## config.mk

```make
export PLATFORM = sky130hd
export DESIGN_NAME = vga_timing_gen_flat
export DESIGN_NICKNAME = d
export VERILOG_FILES = /design/src/rtl/vga_timing_gen_if.sv /design/src/rtl/vga_timing_gen.sv /design/src/flat_wrapper.sv
export SDC_FILE = /design/constraint.sdc
export NUM_CORES = 1
export LEC_CHECK = 0
export BUFFER_PORTS_ARGS = -buffer_cell sky130_fd_sc_hd__buf_4
export CAP_MARGIN = 40
export CORE_MARGIN = 5
export CORE_UTILIZATION = 30
export DETAILED_ROUTE_END_ITERATION = 10
export SLEW_MARGIN = 15
export SYNTH_ARGS = -nofsm -noshare
export SYNTH_HDL_FRONTEND = slang
export SYNTH_SLANG_ARGS = --single-unit
```

## constraint.sdc

```tcl
create_clock -name i_clk -period 3.7 [get_ports i_clk]
set_input_delay 0 -clock i_clk [delete_from_list [all_inputs] [get_ports i_clk]]
set_output_delay 0 -clock i_clk [all_outputs]
set_load 0.02 [all_outputs]
```

## src/rtl/vga_timing_gen_if.sv

```systemverilog
// Video timing bundle between the timing generator and a pixel renderer.
//   en          : run enable, driven by the consumer (0 freezes timing)
//   pix_ce      : one-clk pulse per pixel period
//   hsync/vsync : sync outputs, polarity set by the generator
//   hCount/vCount : raw line/frame position
//   bright, x, y  : active-area flag and coordinates (x/y are 0 outside)
//   line_start/frame_start : one-clk strobes after the wrap to 0
interface vga_timing_gen_if #(
  parameter int unsigned CNT_W = 10
);
  logic             en;
  logic             pix_ce;
  logic             hsync;
  logic             vsync;
  logic [CNT_W-1:0] hCount;
  logic [CNT_W-1:0] vCount;
  logic             bright;
  logic [CNT_W-1:0] x;
  logic [CNT_W-1:0] y;
  logic             line_start;
  logic             frame_start;

  modport master (
    input  en,
    output pix_ce, hsync, vsync, hCount, vCount, bright, x, y, line_start, frame_start
  );

  modport slave (
    output en,
    input  pix_ce, hsync, vsync, hCount, vCount, bright, x, y, line_start, frame_start
  );
endinterface

```

## src/rtl/vga_timing_gen.sv

```systemverilog
// Parametrised VGA timing generator running in the system clock domain.
// A clock-enable divider produces one pix_ce per CLK_DIV clocks; the h/v counters advance on
// pix_ce and every decoded output is registered from the next counter values, so all outputs
// describe the same position in the same cycle.
// Ports:
//   i_clk   : system clock
//   i_reset : asynchronous active-high reset
//   bus     : vga_timing_gen_if master (en in; sync, counters, active area, strobes out)
module vga_timing_gen #(
  parameter int unsigned CNT_W    = 10,
  parameter int unsigned CLK_DIV  = 4,
  parameter int unsigned H_SYNC   = 96,
  parameter int unsigned H_BP     = 48,
  parameter int unsigned H_ACTIVE = 640,
  parameter int unsigned H_FP     = 16,
  parameter int unsigned V_SYNC   = 2,
  parameter int unsigned V_BP     = 33,
  parameter int unsigned V_ACTIVE = 480,
  parameter int unsigned V_FP     = 10,
  parameter bit          HS_POL   = 1'b1,
  parameter bit          VS_POL   = 1'b1
) (
  input  logic                  i_clk,
  input  logic                  i_reset,
  vga_timing_gen_if.master      bus
);

  localparam int unsigned HTotal    = H_SYNC + H_BP + H_ACTIVE + H_FP;
  localparam int unsigned VTotal    = V_SYNC + V_BP + V_ACTIVE + V_FP;
  localparam int unsigned HActStart = H_SYNC + H_BP;
  localparam int unsigned HActEnd   = H_SYNC + H_BP + H_ACTIVE;
  localparam int unsigned VActStart = V_SYNC + V_BP;
  localparam int unsigned VActEnd   = V_SYNC + V_BP + V_ACTIVE;
  localparam int unsigned DivW      = (CLK_DIV > 1) ? $clog2(CLK_DIV) : 1;

  localparam logic [CNT_W-1:0] HLast   = CNT_W'(HTotal - 1);
  localparam logic [CNT_W-1:0] VLast   = CNT_W'(VTotal - 1);
  localparam logic [CNT_W-1:0] HOffset = CNT_W'(HActStart);
  localparam logic [CNT_W-1:0] VOffset = CNT_W'(VActStart);
  localparam logic [DivW-1:0]  DivLast = DivW'(CLK_DIV - 1);

  // Elaboration-time sanity checks.
  if (CLK_DIV < 1) begin : g_bad_div
    $error("vga_timing_gen: CLK_DIV must be >= 1");
  end
  if (((HTotal - 1) >> CNT_W) != 0) begin : g_bad_htotal
    $error("vga_timing_gen: H_TOTAL does not fit in CNT_W bits");
  end
  if (((VTotal - 1) >> CNT_W) != 0) begin : g_bad_vtotal
    $error("vga_timing_gen: V_TOTAL does not fit in CNT_W bits");
  end

  logic [DivW-1:0]  r_div;
  logic [DivW-1:0]  w_div_next;
  logic             w_pix_ce;
  logic [CNT_W-1:0] r_hcount;
  logic [CNT_W-1:0] r_vcount;
  logic [CNT_W-1:0] w_h_next;
  logic [CNT_W-1:0] w_v_next;
  logic             w_h_wrap;
  logic             w_v_wrap;
  logic             w_hsync;
  logic             w_vsync;
  logic             w_bright;
  logic [CNT_W-1:0] w_x;
  logic [CNT_W-1:0] w_y;
  logic             r_hsync;
  logic             r_vsync;
  logic             r_bright;
  logic [CNT_W-1:0] r_x;
  logic [CNT_W-1:0] r_y;
  logic             r_line_start;
  logic             r_frame_start;

  // pix_ce is combinational so that with CLK_DIV=1 it simply follows en; the reset term keeps it
  // low while reset is held.
  assign w_pix_ce = bus.en & ~i_reset & (r_div == DivLast);

  always_comb begin
    w_div_next = r_div;
    if (bus.en) begin
      w_div_next = (r_div == DivLast) ? '0 : r_div + DivW'(1);
    end
  end

  always_comb begin
    w_h_next = r_hcount;
    w_v_next = r_vcount;
    w_h_wrap = 1'b0;
    w_v_wrap = 1'b0;
    if (w_pix_ce) begin
      if (r_hcount < HLast) begin
        w_h_next = r_hcount + CNT_W'(1);
      end else begin
        w_h_next = '0;
        w_h_wrap = 1'b1;
        if (r_vcount == VLast) begin
          w_v_next = '0;
          w_v_wrap = 1'b1;
        end else begin
          w_v_next = r_vcount + CNT_W'(1);
        end
      end
    end
  end

  // Decode from the next counter values so the registered outputs line up with the counters.
  always_comb begin
    w_hsync  = (32'(w_h_next) < H_SYNC) ? HS_POL : ~HS_POL;
    w_vsync  = (32'(w_v_next) < V_SYNC) ? VS_POL : ~VS_POL;
    w_bright = (32'(w_h_next) >= HActStart) && (32'(w_h_next) < HActEnd) &&
               (32'(w_v_next) >= VActStart) && (32'(w_v_next) < VActEnd);
    w_x      = '0;
    w_y      = '0;
    if (w_bright) begin
      w_x = w_h_next - HOffset;
      w_y = w_v_next - VOffset;
    end
  end

  always_ff @(posedge i_clk or posedge i_reset) begin
    if (i_reset) begin
      r_div         <= '0;
      r_hcount      <= '0;
      r_vcount      <= '0;
      r_hsync       <= HS_POL;
      r_vsync       <= VS_POL;
      r_bright      <= 1'b0;
      r_x           <= '0;
      r_y           <= '0;
      r_line_start  <= 1'b0;
      r_frame_start <= 1'b0;
    end else begin
      r_div         <= w_div_next;
      r_hcount      <= w_h_next;
      r_vcount      <= w_v_next;
      r_hsync       <= w_hsync;
      r_vsync       <= w_vsync;
      r_bright      <= w_bright;
      r_x           <= w_x;
      r_y           <= w_y;
      r_line_start  <= w_h_wrap;
      r_frame_start <= w_h_wrap & w_v_wrap;
    end
  end

  assign bus.pix_ce      = w_pix_ce;
  assign bus.hsync       = r_hsync;
  assign bus.vsync       = r_vsync;
  assign bus.hCount      = r_hcount;
  assign bus.vCount      = r_vcount;
  assign bus.bright      = r_bright;
  assign bus.x           = r_x;
  assign bus.y           = r_y;
  // Strobes are suppressed while frozen.
  assign bus.line_start  = r_line_start & bus.en;
  assign bus.frame_start = r_frame_start & bus.en;

endmodule

```

## src/flat_wrapper.sv

```systemverilog
// flat-port wrapper written by rule: the top's interface ports become plain ports
module vga_timing_gen_flat 
#(
  parameter int unsigned CNT_W    = 10,
  parameter int unsigned CLK_DIV  = 4,
  parameter int unsigned H_SYNC   = 96,
  parameter int unsigned H_BP     = 48,
  parameter int unsigned H_ACTIVE = 640,
  parameter int unsigned H_FP     = 16,
  parameter int unsigned V_SYNC   = 2,
  parameter int unsigned V_BP     = 33,
  parameter int unsigned V_ACTIVE = 480,
  parameter int unsigned V_FP     = 10,
  parameter bit          HS_POL   = 1'b1,
  parameter bit          VS_POL   = 1'b1
)
  (i_clk, i_reset, bus_en, bus_pix_ce, bus_hsync, bus_vsync, bus_hCount, bus_vCount, bus_bright, bus_x, bus_y, bus_line_start, bus_frame_start);
  vga_timing_gen_if #(.CNT_W(CNT_W)) bus_i ();
  input  logic i_clk;
  input  logic i_reset;
  input wire logic [$bits(bus_i.en)-1:0] bus_en;
  output wire logic [$bits(bus_i.pix_ce)-1:0] bus_pix_ce;
  output wire logic [$bits(bus_i.hsync)-1:0] bus_hsync;
  output wire logic [$bits(bus_i.vsync)-1:0] bus_vsync;
  output wire logic [$bits(bus_i.hCount)-1:0] bus_hCount;
  output wire logic [$bits(bus_i.vCount)-1:0] bus_vCount;
  output wire logic [$bits(bus_i.bright)-1:0] bus_bright;
  output wire logic [$bits(bus_i.x)-1:0] bus_x;
  output wire logic [$bits(bus_i.y)-1:0] bus_y;
  output wire logic [$bits(bus_i.line_start)-1:0] bus_line_start;
  output wire logic [$bits(bus_i.frame_start)-1:0] bus_frame_start;
  assign bus_i.en = bus_en;
  assign bus_pix_ce = bus_i.pix_ce;
  assign bus_hsync = bus_i.hsync;
  assign bus_vsync = bus_i.vsync;
  assign bus_hCount = bus_i.hCount;
  assign bus_vCount = bus_i.vCount;
  assign bus_bright = bus_i.bright;
  assign bus_x = bus_i.x;
  assign bus_y = bus_i.y;
  assign bus_line_start = bus_i.line_start;
  assign bus_frame_start = bus_i.frame_start;
  vga_timing_gen #(.CNT_W(CNT_W), .CLK_DIV(CLK_DIV), .H_SYNC(H_SYNC), .H_BP(H_BP), .H_ACTIVE(H_ACTIVE), .H_FP(H_FP), .V_SYNC(V_SYNC), .V_BP(V_BP), .V_ACTIVE(V_ACTIVE), .V_FP(V_FP), .HS_POL(HS_POL), .VS_POL(VS_POL)) u_core (.i_clk(i_clk), .i_reset(i_reset), .bus(bus_i));
endmodule
```

# Word level (Yosys, flattened, before mapping)
# Index checks and enable logic that the tools add are counted.
dict set report word_totals {
  out_inout_bits 46
  romBits 0
  elab_cells 48
  latchBits 0
  mem_bits_rw 0
  inputBits 3
  memories 0
  ff_bits 47
}
dict set report classes {
  n_bitwise 6
  multipliers 0
  n_lt_le_gt_ge 7
  mux 15
  div_mod_pow 0
  n_eq_ne 2
  addsub 5
  shift 0
  n_reduce_logical 3
}
# op n
set ops {}
lappend ops {{10-bit two-way mux} 7}
lappend ops {{10-bit less-than comparator (second input constant)} 3}
lappend ops {{10-bit by 1-bit adder with 10-bit output (second input constant)} 2}
lappend ops {{10-bit equality test (second input constant)} 1}
lappend ops {{10-bit by 6-bit >= comparator with 1-bit output (second input constant)} 1}
lappend ops {{10-bit by 8-bit >= comparator with 1-bit output (second input constant)} 1}
lappend ops {{10-bit by 2-bit less-than comparator with 1-bit output (second input constant)} 1}
lappend ops {{10-bit by 7-bit less-than comparator with 1-bit output (second input constant)} 1}
lappend ops {{10-bit by 6-bit subtractor with 10-bit output (second input constant)} 1}
lappend ops {{10-bit by 8-bit subtractor with 10-bit output (second input constant)} 1}
lappend ops {{1-bit two-way mux} 7}
lappend ops {{1-bit bitwise AND} 5}
lappend ops {{1-bit logical AND} 3}
lappend ops {{2-bit by 1-bit adder with 2-bit output (second input constant)} 1}
lappend ops {{2-bit equality test (second input constant)} 1}
lappend ops {{2-bit two-way mux} 1}
lappend ops {{1-bit NOT} 1}

# Longest topological paths before layout
# Gate-level depths: netlist of run 1.
dict set report depth {
  word_depth 9
  ltp_mapped 14
  ltp_nobuf 12
}

# Least setup slack after synthesis of run 1
# No wires, ideal clock.
dict set report synth_path {
  path_kind {register -> register}
  from {register u_core.r_hcount[0] (netlist: u_core.bus.hCount[0])}
  to {register u_core.r_y[0] (netlist: u_core.bus.y[0])}
  stages_incl_launch_ff 14
  period_less_slack_ps 3047
  path_buffers 2
  required_time_ps 3566
  t_arrival_ps 2913
  setup_ps 134
  setup_slack_ps 653
  cell_sequence {dfrtp_1 -> ha_1 -> nand4_4 -> a211o_2 -> inv_1 -> buf_4 -> o21ai_0 -> ha_1 -> a21oi_1 -> nand4b_4 -> a21boi_2 -> a2bb2oi_2 -> buf_6 -> nor3_1}
}
dict set report synth_between {
  word_cells_on_any_way 15
  cone_classes {add/sub: 2; order compare: 5; mux: 5; reduce/logical: 3}
}
# element line_no
set synth_lines {}
lappend synth_lines {{start: declaration} vga_timing_gen.sv:56} ;# logic [CNT_W-1:0] r_hcount;
lappend synth_lines {{start signal: assignment} vga_timing_gen.sv:135} ;# r_hcount <= w_h_next;
lappend synth_lines {{10-bit less-than comparator (*)} vga_timing_gen.sv:92} ;# if (r_hcount < HLast) begin
lappend synth_lines {{10-bit two-way mux (*)} vga_timing_gen.sv:92}
lappend synth_lines {{10-bit two-way mux (*)} vga_timing_gen.sv:91} ;# if (w_pix_ce) begin
lappend synth_lines {{net u_core.w_v_next[0]} vga_timing_gen.sv:59} ;# logic [CNT_W-1:0] w_v_next;
lappend synth_lines {{10-bit by 6-bit >= comparator with 1-bit output} vga_timing_gen.sv:112} ;# (32'(w_v_next) >= VActStart) && (32'(w_v_next) < VActEnd);
lappend synth_lines {{1-bit logical AND} vga_timing_gen.sv:111} ;# w_bright = (32'(w_h_next) >= HActStart) && (32'(w_h_next) < HActEnd) &&
lappend synth_lines {{1-bit logical AND} vga_timing_gen.sv:112}
lappend synth_lines {{10-bit two-way mux (*)} vga_timing_gen.sv:115} ;# if (w_bright) begin
lappend synth_lines {{net u_core.w_y[0]} vga_timing_gen.sv:66} ;# logic [CNT_W-1:0] w_y;
lappend synth_lines {{end signal: assignment} vga_timing_gen.sv:141} ;# r_y <= w_y;
lappend synth_lines {{end: declaration} vga_timing_gen.sv:71} ;# logic [CNT_W-1:0] r_y;
# Mark *: on every way through the listed nets, which the timed path passes. The rest lies on a longest branch.
# A chain may end at the register's enable or synchronous reset.

# Worst setup path after layout of run 1
dict set report layout_path {
  from {register u_core.r_hcount[0] (netlist: u_core.bus.hCount[0])}
  to {register u_core.r_x[8] (netlist: u_core.bus.x[8])}
}
dict set report layout_between {
  word_cells_on_any_way 15
  cone_classes {add/sub: 2; order compare: 5; mux: 5; reduce/logical: 3}
}
# element line_no
set layout_lines {}
lappend layout_lines {{10-bit less-than comparator (*)} vga_timing_gen.sv:92}
lappend layout_lines {{10-bit two-way mux (*)} vga_timing_gen.sv:92}
lappend layout_lines {{10-bit two-way mux (*)} vga_timing_gen.sv:91}
lappend layout_lines {{net u_core.w_v_next[0]} vga_timing_gen.sv:59}
lappend layout_lines {{10-bit by 6-bit >= comparator with 1-bit output} vga_timing_gen.sv:112}
lappend layout_lines {{1-bit logical AND} vga_timing_gen.sv:111}
lappend layout_lines {{1-bit logical AND (*)} vga_timing_gen.sv:112}
lappend layout_lines {{10-bit two-way mux (*)} vga_timing_gen.sv:115}
lappend layout_lines {{net u_core.w_x[8]} vga_timing_gen.sv:65} ;# logic [CNT_W-1:0] w_x;
lappend layout_lines {{end signal: assignment} vga_timing_gen.sv:140} ;# r_x <= w_x;
lappend layout_lines {{end: declaration} vga_timing_gen.sv:70} ;# logic [CNT_W-1:0] r_x;
# Marked as above.

==> results of run 1 <==
## metrics by stage
stage | util | worst slack, ns | hold slack (ns)
6_report | 0.3821 | 0.3968 | 0.4164
5_1_grt | 0.3821 | 0.1260 | 0.5054
4_1_cts | 0.3821 | 0.3956 | 0.4442
3_5_place_dp | 0.3668 | 0.4209 | 0.2174
3_3_place_gp | 0.3668 | 0.5407 | 0.2114
2_1_floorplan | - | 0.6530 | 0.1586
## final cells by class
| class | instances | share of cell area |
|---|---|---|
| repair buffers | 56 | 0.1348 |
| inverters | 17 | 0.02022 |
| multi-input cells | 169 | 0.3961 |
| flip-flops and latches | 47 | 0.3735 |
| well taps | 105 | 0.04163 |
| clock buffers | 5 | 0.02181 |
| clock inverters | 2 | 0.01190 |
## cells in the mapped netlist, types with 2 or more instances
cell | instances | share of area
dfrtp_1 | 45 | 0.44
nor3_1 | 19 | 0.037
inv_1 | 17 | 0.025
o21ai_0 | 14 | 0.028
nand3_1 | 12 | 0.024
nor2_1 | 12 | 0.018
nand2_1 | 11 | 0.016
xnor2_1 | 11 | 0.038
nand4_1 | 8 | 0.020
ha_1 | 7 | 0.034
a21oi_1 | 6 | 0.012
nor4_1 | 4 | 0.0098
xor2_1 | 4 | 0.014
a211oi_1 | 3 | 0.0088
and2_1 | 3 | 0.0074
buf_6 | 3 | 0.013
o21a_1 | 3 | 0.0088
o31a_1 | 3 | 0.010
o31ai_1 | 3 | 0.0088
or3_1 | 3 | 0.0074
a2111oi_2 | 2 | 0.012
a211o_1 | 2 | 0.0069
a31oi_1 | 2 | 0.0049
and2b_1 | 2 | 0.0059
buf_2 | 2 | 0.0039
buf_4 | 2 | 0.0059
dfstp_2 | 2 | 0.021
mux2_2 | 2 | 0.0088
nand2b_1 | 2 | 0.0049
nand4_4 | 2 | 0.017
nor3_2 | 2 | 0.0079
nor3b_2 | 2 | 0.0098
nor4b_1 | 2 | 0.0069
## kinds of logic after synthesis
family,after synthesis
adder cells (fa/ha/maj),7
AO/OA/AOI/OAI,52
XOR/XNOR,15
buffers and inverters,24
AND/OR/NAND/NOR,92
multiplexers,3
flip-flops,47
## sequential cells by signal, indices dropped and copies added (netlist names)
name                  count
u_core.bus.hCount        10
u_core.bus.vCount        10
u_core.bus.x             10
u_core.bus.y             10
u_core.r_div              2
u_core.bus.bright         1
u_core.bus.hsync          1
u_core.bus.vsync          1
u_core.r_frame_start      1
u_core.r_line_start       1
## worst max-delay path, stage by stage (launching register included)
cell	delay (ns)
dfrtp_1	0.45
ha_1	0.28
nand4_4	0.17
a211o_2	0.50
inv_1	0.19
o21ai_0	0.17
ha_1	0.27
a21oi_1	0.26
nand4b_4	0.18
a21boi_2	0.22
a2bb2oi_2	0.14
buf_4	0.27
nor3_1	0.10
## per-layer routing
metal	global-route usage	wire length (um)	part of all wire
met5	0	0	0
met4	0.03229	91	0.015
met2	0.2154	3043	0.49
met3	0.02730	314	0.051
met1	0.1551	2698	0.44
## worst max path at each step
| stage | from | endpoint | slack [ns] | cells past startpoint |
|---|---|---|---|---|
| 2_1_floorplan | u_core.bus.hCount[0] | u_core.bus.y[0] | 0.65 | 13 |
| 3_3_place_gp | u_core.bus.hCount[0] | u_core.bus.y[4] | 0.54 | 12 |
| 3_5_place_dp | u_core.bus.hCount[0] | u_core.bus.y[7] | 0.42 | 12 |
| 4_1_cts | u_core.bus.hCount[0] | u_core.bus.y[7] | 0.40 | 12 |
| 5_1_grt | u_core.bus.hCount[0] | u_core.bus.y[7] | 0.13 | 12 |
| 6_report | u_core.bus.hCount[0] | u_core.bus.x[8] | 0.40 | 12 |
## repair_timing
action / in CTS / in global routing
hold buffers: 2 / 0
hold endpoints to repair: 46 / 0
buffers inserted: 0 / 0
## power groups by stage
stage	Combinational [mW]	Sequential [mW]	Clock [mW]
2_1_floorplan	0.107	0.625	0
3_3_place_gp	0.218	0.605	0
3_5_place_dp	0.216	0.608	0
4_1_cts	0.219	0.598	0.381
5_1_grt	0.238	0.606	0.396
6_report	0.216	0.598	0.370
==> metrics.txt, run 1 <==
ys async rst share=1.000; Cell Rows=33; Mapped Area=0.002545 mm2; Port Buffers=48; Clock Tree Buf Depth=2; YS warnings=0; drt pass-1 iters=5; Distinct cells, synth=56; first-pass GRT wire length=10.18 mm; total power=1.183 mW; GRT Total Usage=0.1236; RSZ-0062 raised after global routing=no; share of cells above drive strength 1=0.2905; Final nets=306; sequential share of the synthesized area=0.4631; Final Cell Area=0.003156 mm2; Reg2Reg Capture Point=u_core.bus.x[8]; Internal Power=0.8286 mW; Compound-Gate Fraction of Synth Area=0.1603; Filler Cell Count=832; crit path time final=3.303 ns; Adder-Cell Fraction of Synth Area=0.03441; maximum vdd drop=130.8 uV; CP Max Fanout=21; setup slack, reg-to-reg=0.40 ns; gr ovfl total=0; GP Congestion=0.8453; largest family of logic cells by synthesized area=simple AND/OR/NAND/NOR gates; Pwr Density=375.0 mW/mm2; Area after DPL=0.003029 mm2; r2r worst-path depth=12; Worst Skew=0.006350 ns; Clk pwr share=0.312; Initial Util=0.3082; CTS tree=yes; DR iter-0 viols=114; number of global-route vias before repair=2000; worst r2r src=u_core.bus.hCount[0]; area of the multi-input gates=0.001250 mm2; dpl cells=392; final WL=6.148 mm; final cycle utilization of the critical path=0.8928; Synth Flop Type=dfrtp_1; P_leak=1.458 nW; Routed Antenna Nets=0; Die Y=102.1 um; Mapped Nets=250; clock buffer count from CTS=5; initial antenna violation count=0; most frequent cells in the layout=buf_4 (54), dfrtp_1 (45), nor3_1 (19); final setup vio count=0; area delta synth->final=23.99%; Sw Share=0.2998; die area=0.01043 mm2; mux cell area share after synthesis=0.01278; Worst-Skew Late Latency=0.30 ns; Yosys reg bits=47; maxcap violations=0; Final Max Tran Viols=0; clock slew at the register clock pins of the worst setup and hold paths=0.08 ns; largest net degree at the start of global routing=48; status=completed; cells after synthesis=240; endpoint class of the critical path=flop; post-cts sizing count=0; IO Pins=49; register area=0.001179 mm2; wire length per cell=15.33 um; Post-DP HPWL=4.591 mm; H-tree levels=2; XOR/XNOR Fraction of Synth Area=0.05162; number of diodes=0; Worst EP arrival=3.48 ns; Switch Pwr=0.3548 mW; logic gate share of total power=0.183; Simple-Gate Fraction of Synth Area=0.2296; Worst Path Required=3.88 ns; via count=2060; Final Non-Filler Cells=401; CP Class=flop to flop; DRC viols=0; core box area=0.008258 mm2; Flop pwr share=0.505; Die X-Extent=102.1 um; most common cell after layout, fill and taps aside=buf_4; Setup TNS=0 ns; f_max=302.7 MHz; Via density=5.137; crit path launch type=flop; syn avg cell area=10.60 um2; number of synthesized flops with an enable pin=0; Root Buffer Master=clkbuf_8; CTS sink cnt=47; Slew HR=0.5119; worst hold path type=primary input to async pin; Final Hold Vio Count=0; Worst Tran Pin Value=0.7269 ns
No activity file was read; power rests on OpenSTA's default activity.
==> inputs of run 2 (changes only) <==
--- a/config.mk
+++ b/config.mk
@@ -5,6 +5,7 @@
 export SDC_FILE = /design/constraint.sdc
 export NUM_CORES = 1
 export LEC_CHECK = 0
+export ABC_AREA = 1
 export BUFFER_PORTS_ARGS = -buffer_cell sky130_fd_sc_hd__buf_4
 export CAP_MARGIN = 40
 export CORE_MARGIN = 5
==> metrics.txt, run 2 <==
Worst Skew=0.003638 ns (-0.002712 ns); CTS tree=yes; syn avg cell area=8.137 um2 (-23%); most frequent cells in the layout=nand2_1 (84), inv_1 (51), buf_4 (50); GRT Total Usage=0.1174 (-0.006264); Synth area leaders=dfrtp_1 (44%), nand2_1 (12%), inv_1 (7.4%), nand3_1 (5.2%), nor2_2 (5.1%); area share of the largest cell type after synthesis=0.4352 (-0.007275); number of diodes=0 (unchanged); drt pass-1 iters=4 (-1); final setup vio count=0 (unchanged); Post-CTS Repair Setup Buffers=0 (unchanged); core box area=0.008299 mm2 (+0.50%); Synth Flop Type=dfrtp_1; most frequent cells after synthesis=nand2_1 (84), inv_1 (51), dfrtp_1 (45), nand3_1 (27), nor2_2 (21); maximum vdd drop=269.3 uV (+110%); Flop pwr share=0.321 (-0.184); Cell Rows=33 (unchanged); Clk pwr share=0.132 (-0.180); H-tree levels=2 (unchanged); worst hold path type=flop to flop; Final Cell Area=0.003172 mm2 (+0.52%); gr ovfl total=0 (unchanged); clock buffer count from CTS=5 (unchanged); DR iter-0 viols=105 (-7.9%); DRC viols=0 (unchanged); most common cell after layout, fill and taps aside=nand2_1; Worst-Skew Late Latency=0.29 ns (about the same); cell taking the most area after synthesis=dfrtp_1; f_max=330.1 MHz (+9.0%); most frequent cell after synthesis=nand2_1; sequential share of the synthesized area=0.4555 (-0.007614); Via density=4.449 (-13%); YS warnings=0 (unchanged); endpoint class of the critical path=flop; Worst Tran Pin Value=0.5977 ns (-0.1292 ns); Die X-Extent=102.9 um (+0.75%); Worst EP arrival=3.25 ns (-0.23 ns); Final Max Tran Viols=0 (unchanged); Root Buffer Master=clkbuf_8; Worst Path Required=3.92 ns (+0.04 ns); Sw Share=0.4718 (+0.1720); Mapped Area=0.002587 mm2 (+1.7%); clock slew at the register clock pins of the worst setup and hold paths=0.08 ns (about the same); cells after synthesis=318 (+33%); CTS sink cnt=47 (unchanged); Switch Pwr=1.286 mW (+260%); Post-DP HPWL=4.454 mm (-3.0%); Yosys reg bits=47 (unchanged); dpl cells=468 (+19%); die area=0.01058 mm2 (+1.5%); first-pass GRT wire length=9.749 mm (-4.2%); Port Buffers=48 (unchanged); status=completed; Final Hold Vio Count=0 (unchanged); Initial Util=0.3118 (+0.003593); Die Y=102.9 um (+0.75%); maxcap violations=0 (unchanged); CP Class=flop to flop; Final Non-Filler Cells=477 (+19%); crit path time final=3.030 ns (-0.2735 ns); fin util=0.3822 (about the same); via count=2122 (+3.0%); Routed Antenna Nets=0 (unchanged); Final nets=382 (+25%); RSZ-0062 raised after global routing=no; P_leak=1.757 nW (+21%); wire length per cell=12.21 um (-20%); Internal Power=1.440 mW (+74%); number of global-route vias before repair=2160 (+8.0%); final WL=5.825 mm (-5.3%); area delta synth->final=22.58%; logic gate share of total power=0.547 (+0.364); CP Max Fanout=21 (unchanged); Distinct cells, synth=32 (-43%); Mapped Nets=328 (+31%); crit path launch type=flop; Setup TNS=0 ns (unchanged); Filler Cell Count=872 (+4.8%); IO Pins=49 (unchanged); ys async rst share=1.000 (unchanged); Pwr Density=859.7 mW/mm2 (+130%); number of synthesized flops with an enable pin=0 (unchanged); share of cells above drive strength 1=0.2715 (-0.01904); Slew HR=0.6015 (+0.08959); GP Congestion=0.8627 (+2.1%); initial antenna violation count=0 (unchanged); Area after DPL=0.003042 mm2 (+0.41%); final cycle utilization of the critical path=0.8188 (-0.07393); Clock Tree Buf Depth=2 (unchanged); largest net degree at the start of global routing=49 (+2.1%)
-- run 2: cell count changes in the layout (fill, tap and decap cells not counted), sizes merged, moves of 9 or more --
cell / before / now
inv: 16 / 56
nand2: 11 / 88
nand3: 12 / 32
nor2: 12 / 43
nor3: 22 / 3
o21ai: 16 / 7
xnor2: 11 / 1
-- run 2: repair_timing --
action                                  CTS  global route
resized for setup                         0             1
hold buffers                              2             0
endpoints found under the hold margin    46             0
endpoints found under the setup margin    0             1
-- run 2: cell type report --
cell class / instances / area (um2) / share of cell area
timing repair buffer: 52 / 395.4 / 0.1247
sequential: 47 / 1179 / 0.3716
clock buffer: 6 / 72.57 / 0.02288
multi-input combinational: 208 / 1146 / 0.3613
tap: 105 / 131.4 / 0.04142
inverter: 58 / 217.7 / 0.06864
clock inverter: 1 / 30.03 / 0.009467
-- run 2: final timing paths --
kind,from,to,slack (ns),cells past startpoint
max,u_core.bus.hCount[0],u_core.bus.x[9],0.67,19
min,u_core.r_div[0],u_core.r_div[0],0.47,1
max reg2reg,u_core.bus.hCount[0],u_core.bus.x[9],0.67,19
min reg2reg,u_core.r_div[0],u_core.r_div[0],0.47,1
max in group asynchronous,i_reset,u_core.bus.y[8],2.81,4
min in group asynchronous,i_reset,u_core.r_div[1],0.48,4
-- run 2: kinds of logic (layout without fill, tap and decap cells) --
group                      count (synthesis)  in the layout  synth area share
AOI/OAI and AO/OA                         16             16           0.03820
xor gates and xnor gates                   9              9           0.03337
adders and majority gates                  7              7           0.03385
muxes                                      1              1          0.004352
DFF                                       47             47            0.4555
and+or+nand+nor                          175            175            0.3303
buffers and inverters                     63            117            0.1044
-- run 2: critical path, stage by stage (launching register included) --
cell and delay (ns):
dfrtp_1 0.43, ha_1 0.25, nand2_1 0.09, inv_1 0.04, nand2_1 0.08, nand2_2 0.08, nand2_2 0.26, inv_2 0.18
a21oi_1 0.14, nand2_1 0.11, inv_1 0.13, ha_1 0.17, nand3_1 0.08, nor2_1 0.10, nand3_1 0.09, nand3_1 0.09
nand2_1 0.05, inv_1 0.09, nand3_4 0.30, nor2_1 0.19
-- run 2: per-stage QoR --
stage / hold WS, ns / power [mW] / setup WS, ns
5_1_grt: 0.5095 / 2.970 / 0.2927
4_1_cts: 0.4798 / 2.765 / 0.3710
3_3_place_gp: 0.2566 / 2.379 / 0.5361
2_1_floorplan: 0.04469 / 1.876 / 1.228
6_report: 0.4748 / 2.727 / 0.6703
3_5_place_dp: 0.2668 / 2.383 / 0.4170
-- run 2: layer usage --
metal  share of wire  vias to the layer above  track usage
met1            0.45                      991       0.1506
met2            0.49                       39       0.1946
met4           0.023                        0      0.05080
met3           0.039                       10      0.02030
li1                -                     1082            -
met5               0                        -            0
-- run 2: power groups by stage --
stage	logic, mW	registers, mW	clock network, mW
after global routing	1.67	0.904	0.396
after CTS	1.51	0.881	0.375
after floorplan	0.801	1.08	0
after global placement	1.49	0.888	0
final	1.49	0.876	0.359
after detailed placement	1.50	0.887	0
